--- config.mk ---
export PLATFORM = sky130hd
export DESIGN_NAME = pipeline_hazard_ctrl_flat
export DESIGN_NICKNAME = d
export VERILOG_FILES = /design/src/rtl/pipeline_hazard_ctrl_pkg.sv /design/src/rtl/pipeline_hazard_ctrl_if.sv /design/src/rtl/pipeline_hazard_ctrl_mem_wait_watchdog.sv /design/src/rtl/pipeline_hazard_ctrl.sv /design/src/flat_wrapper.sv
export SDC_FILE = /design/constraint.sdc
export NUM_CORES = 1
export LEC_CHECK = 0
export CORE_UTILIZATION = 40
export CTS_BUF_LIST = sky130_fd_sc_hd__clkbuf_8
export DETAILED_ROUTE_END_ITERATION = 16
export PLACE_DENSITY_LB_ADDON = 0.15
export SKIP_LAST_GASP = 1
export SYNTH_ARGS = -nofsm -noshare
export SYNTH_HDL_FRONTEND = slang
export SYNTH_SLANG_ARGS = --single-unit
--- constraint.sdc ---
create_clock -name clk_i -period 2.5 [get_ports clk_i]
set_input_delay 0.75 -clock clk_i [delete_from_list [all_inputs] [get_ports clk_i]]
set_output_delay 0.75 -clock clk_i [all_outputs]
set_load 0.05 [all_outputs]
--- src/rtl/pipeline_hazard_ctrl_pkg.sv ---
// ============================================================================
// Module   : hazard_ctrl_pkg
// Brief    : Shared types and helpers for the pipeline hazard controller.
// Revision : 1.0 - initial release
// ============================================================================
`default_nettype none

package hazard_ctrl_pkg;

  localparam int REG_IDX_W = 5;

  typedef enum logic [0:0] {
    RUN      = 1'b0,
    MEM_WAIT = 1'b1
  } hz_state_e;

  // Watchdog width for a given timeout; never narrower than one bit.
  function automatic int wd_width(input int timeout);
    return (timeout < 2) ? 1 : $clog2(timeout);
  endfunction

endpackage

`default_nettype wire

--- src/rtl/pipeline_hazard_ctrl_if.sv ---
// ============================================================================
// Module   : pipeline_hazard_ctrl_if
// Brief    : Hazard-detect inputs and pipeline-register controls.
//            Optional perf counter ports exist only with STALL_PERF_EN.
// Revision : 1.0 - initial release
// ============================================================================
`default_nettype none

interface pipeline_hazard_ctrl_if #(
  parameter int CNT_W = 32
);
  import hazard_ctrl_pkg::*;

  logic [REG_IDX_W-1:0] id_rs1_i;
  logic [REG_IDX_W-1:0] id_rs2_i;
  logic                 id_uses_rs2_i;
  logic                 id_branch_taken_i;
  logic                 ex_memread_i;
  logic [REG_IDX_W-1:0] ex_rd_i;
  logic                 mem_req_i;
  logic                 mem_ack_i;
  logic                 pc_write_o;
  logic                 ifid_write_o;
  logic                 ifid_flush_o;
  logic                 idex_flush_o;
  logic                 front_hold_o;
  logic                 memwb_bubble_o;
  logic                 mem_err_o;
`ifdef STALL_PERF_EN
  logic [CNT_W-1:0]     stall_cycles_o;
  logic [CNT_W-1:0]     flush_count_o;
`endif

  // Hazard controller side.
  modport master (
    input  id_rs1_i, id_rs2_i, id_uses_rs2_i, id_branch_taken_i,
           ex_memread_i, ex_rd_i, mem_req_i, mem_ack_i,
`ifdef STALL_PERF_EN
    output stall_cycles_o, flush_count_o,
`endif
    output pc_write_o, ifid_write_o, ifid_flush_o, idex_flush_o,
           front_hold_o, memwb_bubble_o, mem_err_o
  );

  // Pipeline side.
  modport slave (
    output id_rs1_i, id_rs2_i, id_uses_rs2_i, id_branch_taken_i,
           ex_memread_i, ex_rd_i, mem_req_i, mem_ack_i,
`ifdef STALL_PERF_EN
    input  stall_cycles_o, flush_count_o,
`endif
    input  pc_write_o, ifid_write_o, ifid_flush_o, idex_flush_o,
           front_hold_o, memwb_bubble_o, mem_err_o
  );

endinterface

`default_nettype wire

--- src/rtl/pipeline_hazard_ctrl_mem_wait_watchdog.sv ---
// ============================================================================
// Module   : mem_wait_watchdog
// Brief    : Clear/enable counter; tc_o flags the enabled cycle whose
//            increment reaches TIMEOUT-1.
// Revision : 1.0 - initial release
// ============================================================================
`default_nettype none

module mem_wait_watchdog #(
  parameter int TIMEOUT = 64,
  parameter int WD_W    = 6
) (
  input  wire logic clk_i,
  input  wire logic rst_n_i,
  input  wire logic clear_i,
  input  wire logic en_i,
  output logic      tc_o
);

  logic [WD_W-1:0] wd_q;
  logic [WD_W-1:0] wd_d;

  assign tc_o = en_i && (wd_q == WD_W'(TIMEOUT - 2));

  always_comb begin
    wd_d = wd_q;
    if (clear_i || tc_o) begin
      wd_d = '0;
    end else if (en_i) begin
      wd_d = wd_q + 1'b1;
    end
  end

  always_ff @(posedge clk_i or negedge rst_n_i) begin
    if (!rst_n_i) begin
      wd_q <= '0;
    end else begin
      wd_q <= wd_d;
    end
  end

endmodule

`default_nettype wire

--- src/rtl/pipeline_hazard_ctrl.sv ---
// ============================================================================
// Module   : pipeline_hazard_ctrl
// Brief    : Stall/flush producer for the 5-stage core: load-use, taken
//            branch and data-memory wait with watchdog. Option: STALL_PERF_EN.
// Revision : 1.0 - initial release
// ============================================================================
`default_nettype none

module pipeline_hazard_ctrl
  import hazard_ctrl_pkg::*;
#(
  parameter int MEM_TIMEOUT = 64,
  parameter int CNT_W       = 32
) (
  input  wire logic              clk_i,
  input  wire logic              rst_n_i,
  pipeline_hazard_ctrl_if.master hz
);

  localparam int WD_W = wd_width(MEM_TIMEOUT);

  hz_state_e state_q, state_d;
  logic      mem_err_q, mem_err_d;
  logic      wd_clr, wd_en, wd_tc;
  logic      mem_stall, load_use;
  logic      pc_write, ifid_write, ifid_flush, idex_flush, front_hold, memwb_bubble;

  mem_wait_watchdog #(
    .TIMEOUT (MEM_TIMEOUT),
    .WD_W    (WD_W)
  ) u_watchdog (
    .clk_i   (clk_i),
    .rst_n_i (rst_n_i),
    .clear_i (wd_clr),
    .en_i    (wd_en),
    .tc_o    (wd_tc)
  );

  assign load_use = hz.ex_memread_i && (hz.ex_rd_i != '0) &&
                    ((hz.ex_rd_i == hz.id_rs1_i) ||
                     (hz.id_uses_rs2_i && (hz.ex_rd_i == hz.id_rs2_i)));

  always_comb begin
    state_d      = state_q;
    mem_err_d    = mem_err_q;
    wd_clr       = 1'b0;
    wd_en        = 1'b0;
    mem_stall    = 1'b0;
    pc_write     = 1'b1;
    ifid_write   = 1'b1;
    ifid_flush   = 1'b0;
    idex_flush   = 1'b0;
    front_hold   = 1'b0;
    memwb_bubble = 1'b0;

    case (state_q)
      RUN: begin
        if (hz.mem_req_i && !hz.mem_ack_i) begin
          mem_stall = 1'b1;
          wd_clr    = 1'b1;
          state_d   = MEM_WAIT;
        end
      end
      MEM_WAIT: begin
        if (hz.mem_ack_i) begin
          wd_clr  = 1'b1;
          state_d = RUN;
        end else begin
          mem_stall = 1'b1;
          wd_en     = 1'b1;
          // Hung access: abandon it and let the pipeline move again.
          if (wd_tc) begin
            mem_err_d = 1'b1;
            state_d   = RUN;
          end
        end
      end
      default: state_d = RUN;
    endcase

    if (mem_stall) begin
      pc_write     = 1'b0;
      ifid_write   = 1'b0;
      front_hold   = 1'b1;
      memwb_bubble = 1'b1;
    end else if (load_use) begin
      pc_write   = 1'b0;
      ifid_write = 1'b0;
      idex_flush = 1'b1;
    end else if (hz.id_branch_taken_i) begin
      ifid_flush = 1'b1;
    end

    // Keep the pipeline empty for as long as reset is held.
    if (!rst_n_i) begin
      pc_write     = 1'b0;
      ifid_write   = 1'b0;
      ifid_flush   = 1'b1;
      idex_flush   = 1'b1;
      front_hold   = 1'b0;
      memwb_bubble = 1'b1;
    end
  end

  always_ff @(posedge clk_i or negedge rst_n_i) begin
    if (!rst_n_i) begin
      state_q   <= RUN;
      mem_err_q <= 1'b0;
    end else begin
      state_q   <= state_d;
      mem_err_q <= mem_err_d;
    end
  end

  assign hz.pc_write_o     = pc_write;
  assign hz.ifid_write_o   = ifid_write;
  assign hz.ifid_flush_o   = ifid_flush;
  assign hz.idex_flush_o   = idex_flush;
  assign hz.front_hold_o   = front_hold;
  assign hz.memwb_bubble_o = memwb_bubble;
  assign hz.mem_err_o      = mem_err_q;

`ifdef STALL_PERF_EN
  logic [CNT_W-1:0] stall_cnt_q, stall_cnt_d;
  logic [CNT_W-1:0] flush_cnt_q, flush_cnt_d;

  always_comb begin
    stall_cnt_d = stall_cnt_q;
    flush_cnt_d = flush_cnt_q;
    if (!pc_write && (stall_cnt_q != '1)) begin
      stall_cnt_d = stall_cnt_q + 1'b1;
    end
    if (ifid_flush && (flush_cnt_q != '1)) begin
      flush_cnt_d = flush_cnt_q + 1'b1;
    end
  end

  always_ff @(posedge clk_i or negedge rst_n_i) begin
    if (!rst_n_i) begin
      stall_cnt_q <= '0;
      flush_cnt_q <= '0;
    end else begin
      stall_cnt_q <= stall_cnt_d;
      flush_cnt_q <= flush_cnt_d;
    end
  end

  assign hz.stall_cycles_o = stall_cnt_q;
  assign hz.flush_count_o  = flush_cnt_q;
`endif

endmodule

`default_nettype wire

--- src/flat_wrapper.sv ---
// flat-port wrapper written by rule: the top's interface ports become plain ports
module pipeline_hazard_ctrl_flat import hazard_ctrl_pkg::*;
#(
  parameter int MEM_TIMEOUT = 64,
  parameter int CNT_W       = 32
)
  (clk_i, rst_n_i, hz_id_rs1_i, hz_id_rs2_i, hz_id_uses_rs2_i, hz_id_branch_taken_i, hz_ex_memread_i, hz_ex_rd_i, hz_mem_req_i, hz_mem_ack_i, hz_pc_write_o, hz_ifid_write_o, hz_ifid_flush_o, hz_idex_flush_o, hz_front_hold_o, hz_memwb_bubble_o, hz_mem_err_o);
  pipeline_hazard_ctrl_if #(.CNT_W(CNT_W)) hz_i ();
  input  wire logic clk_i;
  input  wire logic rst_n_i;
  input wire logic [$bits(hz_i.id_rs1_i)-1:0] hz_id_rs1_i;
  input wire logic [$bits(hz_i.id_rs2_i)-1:0] hz_id_rs2_i;
  input wire logic [$bits(hz_i.id_uses_rs2_i)-1:0] hz_id_uses_rs2_i;
  input wire logic [$bits(hz_i.id_branch_taken_i)-1:0] hz_id_branch_taken_i;
  input wire logic [$bits(hz_i.ex_memread_i)-1:0] hz_ex_memread_i;
  input wire logic [$bits(hz_i.ex_rd_i)-1:0] hz_ex_rd_i;
  input wire logic [$bits(hz_i.mem_req_i)-1:0] hz_mem_req_i;
  input wire logic [$bits(hz_i.mem_ack_i)-1:0] hz_mem_ack_i;
  output wire logic [$bits(hz_i.pc_write_o)-1:0] hz_pc_write_o;
  output wire logic [$bits(hz_i.ifid_write_o)-1:0] hz_ifid_write_o;
  output wire logic [$bits(hz_i.ifid_flush_o)-1:0] hz_ifid_flush_o;
  output wire logic [$bits(hz_i.idex_flush_o)-1:0] hz_idex_flush_o;
  output wire logic [$bits(hz_i.front_hold_o)-1:0] hz_front_hold_o;
  output wire logic [$bits(hz_i.memwb_bubble_o)-1:0] hz_memwb_bubble_o;
  output wire logic [$bits(hz_i.mem_err_o)-1:0] hz_mem_err_o;
  assign hz_i.id_rs1_i = hz_id_rs1_i;
  assign hz_i.id_rs2_i = hz_id_rs2_i;
  assign hz_i.id_uses_rs2_i = hz_id_uses_rs2_i;
  assign hz_i.id_branch_taken_i = hz_id_branch_taken_i;
  assign hz_i.ex_memread_i = hz_ex_memread_i;
  assign hz_i.ex_rd_i = hz_ex_rd_i;
  assign hz_i.mem_req_i = hz_mem_req_i;
  assign hz_i.mem_ack_i = hz_mem_ack_i;
  assign hz_pc_write_o = hz_i.pc_write_o;
  assign hz_ifid_write_o = hz_i.ifid_write_o;
  assign hz_ifid_flush_o = hz_i.ifid_flush_o;
  assign hz_idex_flush_o = hz_i.idex_flush_o;
  assign hz_front_hold_o = hz_i.front_hold_o;
  assign hz_memwb_bubble_o = hz_i.memwb_bubble_o;
  assign hz_mem_err_o = hz_i.mem_err_o;
  pipeline_hazard_ctrl #(.MEM_TIMEOUT(MEM_TIMEOUT), .CNT_W(CNT_W)) u_core (.clk_i(clk_i), .rst_n_i(rst_n_i), .hz(hz_i));
endmodule
==> flow_summary.toml <==
[setup_path]
max_stage_delay_ns = 0.51
endpoint_kind = "primary output"
cp_num_buf_inv = 2
cp_top_family = "simple AND/OR/NAND/NOR gates"
crit_start = "hz_ex_rd_i[3]"
critPathSlowestCell = "or4_4"
cp.required_ns = 1.75
startpoint_type = "input pin"
path_cells = "buf_2 > or4_4 > o21a_4 > a21oi_4 > buf_12"
arrival_ns = 1.99
crit_path_max_fanout = 3
critPathKind = "input pin to primary output"
reg2reg_from = "u_core.u_watchdog.wd_q[0]"

[timing]
max_slew_margin_pct = 65.5
hold_viol = 0
report.final.slew_viol_count = 0
worst_pin_slew_ns = 0.517
fmax_mhz = 365
fin_hold_ws_ns = 0.466
rsz0062_at_grt = "true"
worst_slack_ns = -0.238
finalSetupViolCount = 4
post-route-period-util_pct = 110
skew_ns = 0.000478
period_minus_slack_ns = 2.74
fin_setup_tns_ns = -0.897

[drt]
num_vias = 625
final_antenna_net_count = 0
first_iter_violations = 4
drt-wirelength-per-cell_um = 15.7
via_per_inst = 5.21
drtPass1Iterations = 4
drc_errors = 0
wirelength_um = 1880

[placed_design]
place_ws_ns = -0.629
place_hpwl_um = 1340
io_buffers = 28
dpl.cell_count = 118
gp_congestion = 0.777

[clock_network]
h-tree-depth = 1
cts_buffers = 3
path_clk_slew_ns = 0.04
worstSkewPairLatency_ns = 0.23
cts_buffer_depth = 2
tritoncts = "built"
cts_hold_buf = 0
cts.sinks = 8
root_buffer = "clkbuf_8"

[status]
violations = "negative setup slack"
status = "finished with violations"

[synth]
synthCells = 65
synth_cell_types = 22
ys_warn_count = 0
syn_nets = 89
netlist_area_um2 = 558
syn_avg_cell_area_um2 = 8.59
ys_seq_elements = 8
synth.yosys.seq_area_share_pct = 35.9

[die]
core-area_um2 = 1300
die_x_um = 39.4
dieArea_um2 = 1550
initial_core_util_pct = 42.9
die_y_um = 39.4
rows = 13
ioPinCount = 29

[power_and_ir_drop]
ir_drop_mv = 0.317
p_leak_nw = 0.510
pwr_density_cell_nw_per_um2 = 426

[layout]
synthToLayoutAreaGrowth_pct = 97.8
fin_nets = 131
instances_no_fill = 120
diodes = 0
drive_above_1_share_pct = 35.2
utilization_pct = 84.8

[grt]
grt_pass1_vias = 650
grt_pass1_wl_um = 2710
grt_usage_pct = 28.3
antenna_found_initial = 0
grt.overflow.total = 0
grt_max_degree = 9

[hold_path]
hp-class = "flip-flop to flip-flop"
hold_start = "u_core.hz.mem_err_o"

[run]
drv_cap = 0
## cell usage after synthesis
cell / count / area, um2
buf_4: 1 / 7.51
o21a_1: 1 / 7.51
o21ai_0: 4 / 20.0
a21o_1: 1 / 7.51
xnor2_1: 10 / 87.6
nand2_1: 7 / 26.3
or4_1: 1 / 7.51
nand3_1: 3 / 15.0
nor2_1: 5 / 18.8
a31oi_1: 1 / 6.26
or3_1: 1 / 6.26
a31o_1: 1 / 8.76
ha_1: 2 / 25.0
o22ai_1: 1 / 6.26
inv_1: 3 / 11.3
o21bai_1: 1 / 7.51
xor2_1: 3 / 26.3
nor2b_1: 2 / 12.5
a21oi_1: 5 / 25.0
nand4_1: 2 / 12.5
dfrtp_1: 8 / 200
and3_1: 2 / 12.5
## cells by family (layout without fill, tap and decap cells)
group | after synthesis | in the layout | synth area share, %
adder cells (fa/ha/maj) | 2 | 2 | 4.48
XOR/XNOR | 13 | 13 | 20.4
AO/OA/AOI/OAI | 15 | 15 | 15.9
buffers and inverters | 4 | 44 | 3.36
AND/OR/NAND/NOR | 23 | 23 | 20.0
flip-flops | 8 | 8 | 35.9
## stage by stage
stage	area [um2]	power, mW
2_1_floorplan	582	0.208
3_3_place_gp	1000	0.293
3_5_place_dp	1000	0.298
4_1_cts	1070	0.460
5_1_grt	1100	0.491
6_report	1100	0.470
## flip-flops by register name, indices dropped and copies added (netlist names)
signal,count
u_core.state_q,1
u_core.u_watchdog.wd_q,6
u_core.hz.mem_err_o,1
## final timing paths
kind | depth (start not counted) | slack [ns] | end
max | 5 | -0.24 | hz_ifid_write_o
min | 1 | 0.47 | u_core.hz.mem_err_o
max reg2reg | 6 | 0.99 | u_core.u_watchdog.wd_q[5]
min reg2reg | 1 | 0.47 | u_core.hz.mem_err_o
max in group asynchronous | 2 | 1.44 | u_core.u_watchdog.wd_q[5]
min in group asynchronous | 2 | 0.92 | u_core.u_watchdog.wd_q[1]
## report_power, final
part           internal, mW  switching, mW
logic                0.0865         0.0824
clock network         0.105         0.0551
registers             0.135        0.00637
## layout make-up
cell class / instances / area (um2)
multi-input combinational: 53 / 447
timing repair buffer: 38 / 385
sequential: 8 / 200
fill: 88 / 198
clock buffer: 3 / 41.3
tap: 15 / 18.8
inverter: 3 / 11.3
## per-layer routing
layer / track usage (%) / vias to the layer above / share of wire, %
met4: 12.1 / 0 / 2.8
met2: 52.5 / 22 / 57
li1: - / 305 / -
met3: 12.5 / 6 / 5.1
met1: 26.4 / 292 / 35
met5: 0 / - / 0
## repair_timing
item,in CTS,in global routing
setup buffers,0,0
gates resized for setup,39,7
endpoints found under the setup margin,6,4
pin swaps,20,6
## cell usage in the layout (no fill, tap or decap), drive strengths merged
cell type,count
o22ai,1
o21ai,4
o21bai,1
or4,1
a21o,1
a31oi,1
and3,2
nand3,3
nor2b,2
nand4,2
xnor2,10
clkdlybuf4s50,5
xor2,3
or3,1
nand2,7
a21oi,5
clkbuf,4
ha,2
inv,3
clkdlybuf4s15,1
o21a,1
dlygate4sd2,12
nor2,5
dfrtp,8
buf,19
a31o,1
## worst reg2reg max path: stages, from the launching register on
cell,delay [ns]
dfrtp_1,0.41
inv_1,0.10
ha_1,0.16
and3_1,0.15
nand3_1,0.12
a21oi_1,0.34
nor2_1,0.10
(Power assumes the default switching activity.)
